### src/rtl/fetch_unit_pkg.sv
// ---------------------------------------------------------------------------
// fetch_unit_pkg
//   Types and helpers shared by the fetch stage and its fetch queue.
//   - fetch_entry_s : one buffered fetch (PC, instruction word, prediction)
//   - PC_STEP       : sequential fetch increment (one 32-bit instruction)
//   - align_pc()    : clears the two low address bits of a redirect target
// ---------------------------------------------------------------------------
package fetch_unit_pkg;

    typedef struct packed {
        logic [31:0] pc;
        logic [31:0] instr;
        logic        pred_taken;
        logic [31:0] pred_target;
    } fetch_entry_s;

    localparam logic [31:0] PC_STEP = 32'd4;

    function automatic logic [31:0] align_pc(input logic [31:0] addr);
        return {addr[31:2], 2'b00};
    endfunction

endpackage : fetch_unit_pkg

### src/rtl/fetch_unit_queue.sv
// ---------------------------------------------------------------------------
// fetch_queue
//   Circular FIFO of fetch_entry_s with push, pop and flush.
//   Ports:
//     clk_i, reset_i   clock and asynchronous active-high reset
//     push_i           write wdata_i at the tail (caller guarantees room,
//                      or a simultaneous pop when full)
//     pop_i            advance the head (caller guarantees non-empty)
//     flush_i          empty the queue; overrides push and pop
//     wdata_i          entry to write
//     head_o           entry at the read pointer
//     count_o          occupancy, 0..DEPTH
// ---------------------------------------------------------------------------
module fetch_queue
    import fetch_unit_pkg::*;
#(
    parameter int DEPTH = 8
) (
    input  logic                       clk_i,
    input  logic                       reset_i,
    input  logic                       push_i,
    input  logic                       pop_i,
    input  logic                       flush_i,
    input  fetch_entry_s               wdata_i,
    output fetch_entry_s               head_o,
    output logic [$clog2(DEPTH):0]     count_o
);

    localparam int PW = $clog2(DEPTH);
    localparam int CW = PW + 1;

    fetch_entry_s     mem_q [DEPTH];
    logic [PW-1:0]    rd_ptr_q, rd_ptr_d;
    logic [PW-1:0]    wr_ptr_q, wr_ptr_d;
    logic [CW-1:0]    count_q, count_d;

    logic do_push;
    logic do_pop;

    assign do_push = push_i & ~flush_i;
    assign do_pop  = pop_i & ~flush_i;

    // Pointers are exactly PW bits wide and DEPTH is a power of two, so the
    // natural binary overflow implements the modulo-DEPTH wrap.
    always_comb begin
        rd_ptr_d = rd_ptr_q;
        wr_ptr_d = wr_ptr_q;
        count_d  = count_q;
        if (flush_i) begin
            rd_ptr_d = '0;
            wr_ptr_d = '0;
            count_d  = '0;
        end else begin
            if (do_push) wr_ptr_d = wr_ptr_q + PW'(1);
            if (do_pop)  rd_ptr_d = rd_ptr_q + PW'(1);
            // Push and pop together leave the occupancy unchanged.
            case ({do_push, do_pop})
                2'b10:   count_d = count_q + CW'(1);
                2'b01:   count_d = count_q - CW'(1);
                default: count_d = count_q;
            endcase
        end
    end

    always_ff @(posedge clk_i or posedge reset_i) begin
        if (reset_i) begin
            rd_ptr_q <= '0;
            wr_ptr_q <= '0;
            count_q  <= '0;
        end else begin
            rd_ptr_q <= rd_ptr_d;
            wr_ptr_q <= wr_ptr_d;
            count_q  <= count_d;
        end
    end

    // Payload storage carries no reset: contents are only observed while
    // the occupancy says they are valid.
    always_ff @(posedge clk_i) begin
        if (do_push) begin
            mem_q[wr_ptr_q] <= wdata_i;
        end
    end

    assign head_o  = mem_q[rd_ptr_q];
    assign count_o = count_q;

endmodule : fetch_queue

### src/rtl/fetch_unit.sv
// ---------------------------------------------------------------------------
// fetch_unit
//   Front-end fetch stage. Holds the fetch PC, presents it to the branch
//   predictor and instruction memory, chooses the next PC and buffers each
//   fetched instruction with its prediction for decode.
//   Ports:
//     clk_i, reset_i          clock, asynchronous active-high reset
//     pred_pc_o               current fetch PC to the predictor
//     pred_taken_i/target_i   predictor result for pred_pc_o
//     imem_req_o/addr_o       fetch request and address (= pred_pc_o)
//     imem_rdata_i            instruction word, same-cycle read
//     redirect_i/redirect_pc_i  resolution redirect (highest priority)
//     fq_valid_o/ready_i      head handshake to decode
//     fq_pc_o/instr_o/pred_taken_o/pred_target_o  head entry fields
//     fq_count_o              queue occupancy
// ---------------------------------------------------------------------------
module fetch_unit
    import fetch_unit_pkg::*;
#(
    parameter logic [31:0] RESET_PC = 32'h0000_0000,
    parameter int          FQ_DEPTH = 8
) (
    input  logic                        clk_i,
    input  logic                        reset_i,
    output logic [31:0]                 pred_pc_o,
    input  logic                        pred_taken_i,
    input  logic [31:0]                 pred_target_i,
    output logic                        imem_req_o,
    output logic [31:0]                 imem_addr_o,
    input  logic [31:0]                 imem_rdata_i,
    input  logic                        redirect_i,
    input  logic [31:0]                 redirect_pc_i,
    output logic                        fq_valid_o,
    input  logic                        fq_ready_i,
    output logic [31:0]                 fq_pc_o,
    output logic [31:0]                 fq_instr_o,
    output logic                        fq_pred_taken_o,
    output logic [31:0]                 fq_pred_target_o,
    output logic [$clog2(FQ_DEPTH):0]   fq_count_o
);

    localparam int CW = $clog2(FQ_DEPTH) + 1;

    logic [31:0]    pc_q, pc_d;
    logic [31:0]    next_pc;
    logic           push;
    logic           pop;
    logic           has_room;
    fetch_entry_s   wr_entry;
    fetch_entry_s   head_entry;
    logic [CW-1:0]  count;

    fetch_queue #(
        .DEPTH (FQ_DEPTH)
    ) u_fetch_queue (
        .clk_i   (clk_i),
        .reset_i (reset_i),
        .push_i  (push),
        .pop_i   (pop),
        .flush_i (redirect_i),
        .wdata_i (wr_entry),
        .head_o  (head_entry),
        .count_o (count)
    );

    // Valid is masked during a redirect so decode never takes an entry that
    // is about to be flushed.
    assign fq_valid_o = (count != '0) & ~redirect_i;
    assign pop        = fq_valid_o & fq_ready_i;
    assign has_room   = (count < CW'(FQ_DEPTH));
    // A full queue can still accept a fetch when decode drains the head in
    // the same cycle.
    assign push       = ~reset_i & ~redirect_i & (has_room | pop);

    assign next_pc = pred_taken_i ? pred_target_i : pc_q + PC_STEP;

    assign wr_entry = '{
        pc:          pc_q,
        instr:       imem_rdata_i,
        pred_taken:  pred_taken_i,
        pred_target: next_pc
    };

    always_comb begin
        pc_d = pc_q;
        if (redirect_i) begin
            pc_d = align_pc(redirect_pc_i);
        end else if (push) begin
            pc_d = next_pc;
        end
    end

    always_ff @(posedge clk_i or posedge reset_i) begin
        if (reset_i) begin
            pc_q <= RESET_PC;
        end else begin
            pc_q <= pc_d;
        end
    end

    assign pred_pc_o        = pc_q;
    assign imem_addr_o      = pc_q;
    assign imem_req_o       = push;
    assign fq_pc_o          = head_entry.pc;
    assign fq_instr_o       = head_entry.instr;
    assign fq_pred_taken_o  = head_entry.pred_taken;
    assign fq_pred_target_o = head_entry.pred_target;
    assign fq_count_o       = count;

endmodule : fetch_unit
### config.mk
export PLATFORM = sky130hd
export DESIGN_NAME = fetch_unit
export DESIGN_NICKNAME = d
export VERILOG_FILES = /design/src/rtl/fetch_unit_pkg.sv /design/src/rtl/fetch_unit_queue.sv /design/src/rtl/fetch_unit.sv
export SDC_FILE = /design/constraint.sdc
export NUM_CORES = 1
export LEC_CHECK = 0
export ABC_AREA = 1
export BUFFER_PORTS_ARGS = -buffer_cell sky130_fd_sc_hd__buf_2
export CAP_MARGIN = 20
export CORE_MARGIN = 4
export CORE_UTILIZATION = 60
export CTS_CLUSTER_SIZE = 8
export DETAILED_ROUTE_END_ITERATION = 10
export PLACE_DENSITY = 0.9
export SLEW_MARGIN = 25
export SYNTH_ARGS = -nofsm -noshare
export SYNTH_HDL_FRONTEND = slang
export SYNTH_SLANG_ARGS = --single-unit
### constraint.sdc
create_clock -name clk_i -period 6.6 [get_ports clk_i]
set_clock_uncertainty 0.2 [all_clocks]
set_input_delay 1.32 -clock clk_i [delete_from_list [all_inputs] [get_ports clk_i]]
set_output_delay 1.32 -clock clk_i [all_outputs]
set_load 0.005 [all_outputs]
==> summary.json <==
{
  "worst_hold_slack_ns": 0.394,
  "cts_num_sinks": 818,
  "cts_hold_repair.buffers": 0,
  "place_congestion": 0.947,
  "final_design_utilization_pct": 69.1,
  "post_synth_inst_count": 2757,
  "core_region_area_mm2": 0.0553,
  "report.final.setup_viol": 0,
  "pwr_density_cell_mw_per_mm2": 368,
  "synth.ff_latch_count": 818,
  "timing.setup.critical_path_class": "flip-flop to output port",
  "setup.worst_path.end_class": "output port",
  "post_route_worst_setup_slack_ns": 1.36,
  "report.final.hold_viol_count": 0,
  "layoutNonFillerInstCount": 3775,
  "hold_end": "u_fetch_queue.count_o[2]",
  "final_cell_area_mm2": 0.0382,
  "final_min_period_over_clock_period_pct": 79.3,
  "synth-async-reset-ratio_pct": 5.13,
  "worst_r2r_endpoint": "u_fetch_queue.mem_q[3][62]",
  "tritoncts.num_buffers": 112,
  "path_clk_slew_ns": 0.05,
  "core.rowCount": 86,
  "number_of_global_route_vias_before_repair": 23000,
  "cts.repair.resized": 0,
  "viasPerCell": 6.17,
  "detail_route.wl_per_cell_um": 23.1,
  "dieArea_mm2": 0.0599,
  "areaGrowthSynthToFinish_pct": 13.6,
  "critical_path.startpoint_type": "flip-flop",
  "count_of_flip_flops_with_a_built_in_enable_after_synthesis": 776,
  "maxSlewViolCount": 0,
  "dr_vias": 23300,
  "hold_path_depth": 2,
  "r2r_slack_ns": 2.95,
  "worstPathMaxFanout": 95,
  "post-dp-hpwl_um": 46800,
  "buffer_ports.inserted": 265,
  "setup_repair_after_global_routing_missed_its_margin": "no",
  "ctsHtreeMaxLevel": 3,
  "fin_crit_ns": 5.24,
  "muxShareOfSynthArea_pct": 0,
  "finalPower_mw": 14.1,
  "leading_register_cell_type_out_of_synthesis": "edfxtp_1",
  "r2r.worst_path.cells": 9,
  "synth.avg_cell_area_um2": 12.2,
  "final_layout_size_suffix_gt1_share_pct": 15.6,
  "xor_xnor_share_of_the_synthesized_area_pct": 0.208,
  "slew-limit-headroom_pct": 23.4,
  "min-delay-start": "u_fetch_queue.count_o[2]",
  "cp.arrival_ns": 3.72,
  "reg2reg_from": "u_fetch_queue.count_o[3]",
  "antenna_violations_before_repair": 4,
  "total_placed_instance_area_mm2": 0.0350,
  "post_synth_fa_ha_maj_area_fraction_pct": 0.186,
  "wl_um": 87100,
  "timing.critical_path.required_ns": 5.08,
  "largest_net_degree_at_the_start_of_global_routing": 228,
  "timing.setup.tns_ns": 0,
  "synth-simple-area-share_pct": 12.3,
  "initial_core_util_pct": 60.8,
  "dr.pass1.iters": 8,
  "dpl.cell_count": 3604,
  "tightest_slew_ns": 1.15,
  "gr-usage-all-layers_pct": 28.2,
  "clk_path_buf_depth": 3,
  "ctsRootBufferMaster": "clkbuf_16",
  "most_frequent_cells_in_the_layout": "edfxtp_1 (776), nor2_1 (719), o21ai_0 (414), buf_2 (265), nand2_1 (188)",
  "final_antenna_net_count": 0,
  "cts_setup_buffers": 0,
  "clk-insertion-delay-late_ns": 0.67,
  "layout_commonest_cell": "edfxtp_1",
  "synth-warning-count": 0,
  "ios": 268,
  "yosysUniqueCellTypes": 43,
  "drc": 0,
  "synth_top_family_by_area": "simple AND/OR/NAND/NOR gates",
  "register_area_share_after_synthesis_pct": 72.4,
  "drtIter0Drc": 2910,
  "x_dimension_of_the_die_um": 245,
  "synth_compound_gate_area_share_pct": 10.3,
  "dp_slack_ns": 1.76,
  "mappedNetlistArea_mm2": 0.0337,
  "tritoncts": "done",
  "finalNetCount": 3077,
  "outcome": "completed",
  "fmax_ghz": 0.191,
  "worst_ir_drop_vdd_mv": 0.263,
  "postSynthNetCount": 2863,
  "global_route.overflow_total": 0,
  "p_leak_nw": 13.4,
  "first_pass_grt_wire_length_um": 130000,
  "dieHeight_um": 245,
  "maxCapViolCount": 0,
  "holdCritPathClass": "flip-flop to flip-flop"
}
## sequential cells by signal (all words and copies together), names as in the netlist
| name | flops |
|---|---|
| imem_addr_o | 32 |
| u_fetch_queue.count_o | 4 |
| u_fetch_queue.mem_q | 776 |
| u_fetch_queue.rd_ptr_q | 3 |
| u_fetch_queue.wr_ptr_q | 3 |
## metal layers
layer | routed length [um] | global-route usage [%]
met2 | 42400 | 46.5
met5 | 32 | 0
met4 | 3140 | 12.1
met1 | 33600 | 37.6
met3 | 7900 | 4.95
## area by class of cell
cell class,count,area [um2]
flip-flops and latches,818,24400
multi-input cells,1681,7800
clock inverters,8,178
clock buffers,158,2980
fillers,3591,17100
inverters,62,259
repair buffers,296,1710
diodes,4,10.0
well taps,748,936
## cells in the mapped netlist (8+ instances only)
cell / count / area share, %
edfxtp_1: 776 / 69
nor2_1: 727 / 8.1
o21ai_0: 415 / 6.2
nand2_1: 188 / 2.1
a31oi_1: 99 / 1.8
o22ai_1: 97 / 1.8
clkbuf_1: 67 / 0.75
nand3_1: 63 / 0.94
inv_1: 53 / 0.59
buf_6: 45 / 1.5
dfrtp_1: 42 / 3.1
buf_4: 39 / 0.87
buf_2: 27 / 0.40
or2_2: 14 / 0.26
and2_1: 12 / 0.22
clkbuf_2: 9 / 0.13
nor3_1: 8 / 0.12
xor2_1: 8 / 0.21
## how the worst max path moves through the flow
stage	to	slack, ns	startpoint	cells after the start
after global routing	fq_pred_target_o[29]	1.16	u_fetch_queue.rd_ptr_q[0]	6
final	fq_pred_target_o[29]	1.36	u_fetch_queue.rd_ptr_q[0]	6
after floorplan	u_fetch_queue.mem_q[0][0]	-0.28	redirect_i	8
after detailed placement	u_fetch_queue.mem_q[3][84]	1.76	redirect_i	9
after global placement	u_fetch_queue.mem_q[3][82]	1.88	redirect_i	9
after CTS	fq_pred_target_o[29]	1.31	u_fetch_queue.rd_ptr_q[0]	6
## cells by family (layout without fill, tap and decap cells)
family | Yosys count | in the layout
AND/OR/NAND/NOR | 1031 | 1031
flip-flops | 818 | 818
AO/OA/AOI/OAI | 637 | 637
buffers and inverters | 258 | 524
XOR/XNOR | 8 | 8
adder cells (fa/ha/maj) | 5 | 5
other | 0 | 4
## critical path, stage by stage, from the launching register on
cell	delay, ns
dfrtp_4	0.94
buf_4	0.86
o21ai_0	0.29
o22ai_1	0.23
nor2_1	0.06
a31oi_1	0.33
buf_2	0.19
## report_power, final
part           leakage (nW)  internal [mW]  switching [mW]
logic                  4.39          0.876            1.81
clock network          1.51           3.10            2.08
registers              7.54           5.96           0.237
Note: power is estimated with default switching activity, not from simulation.
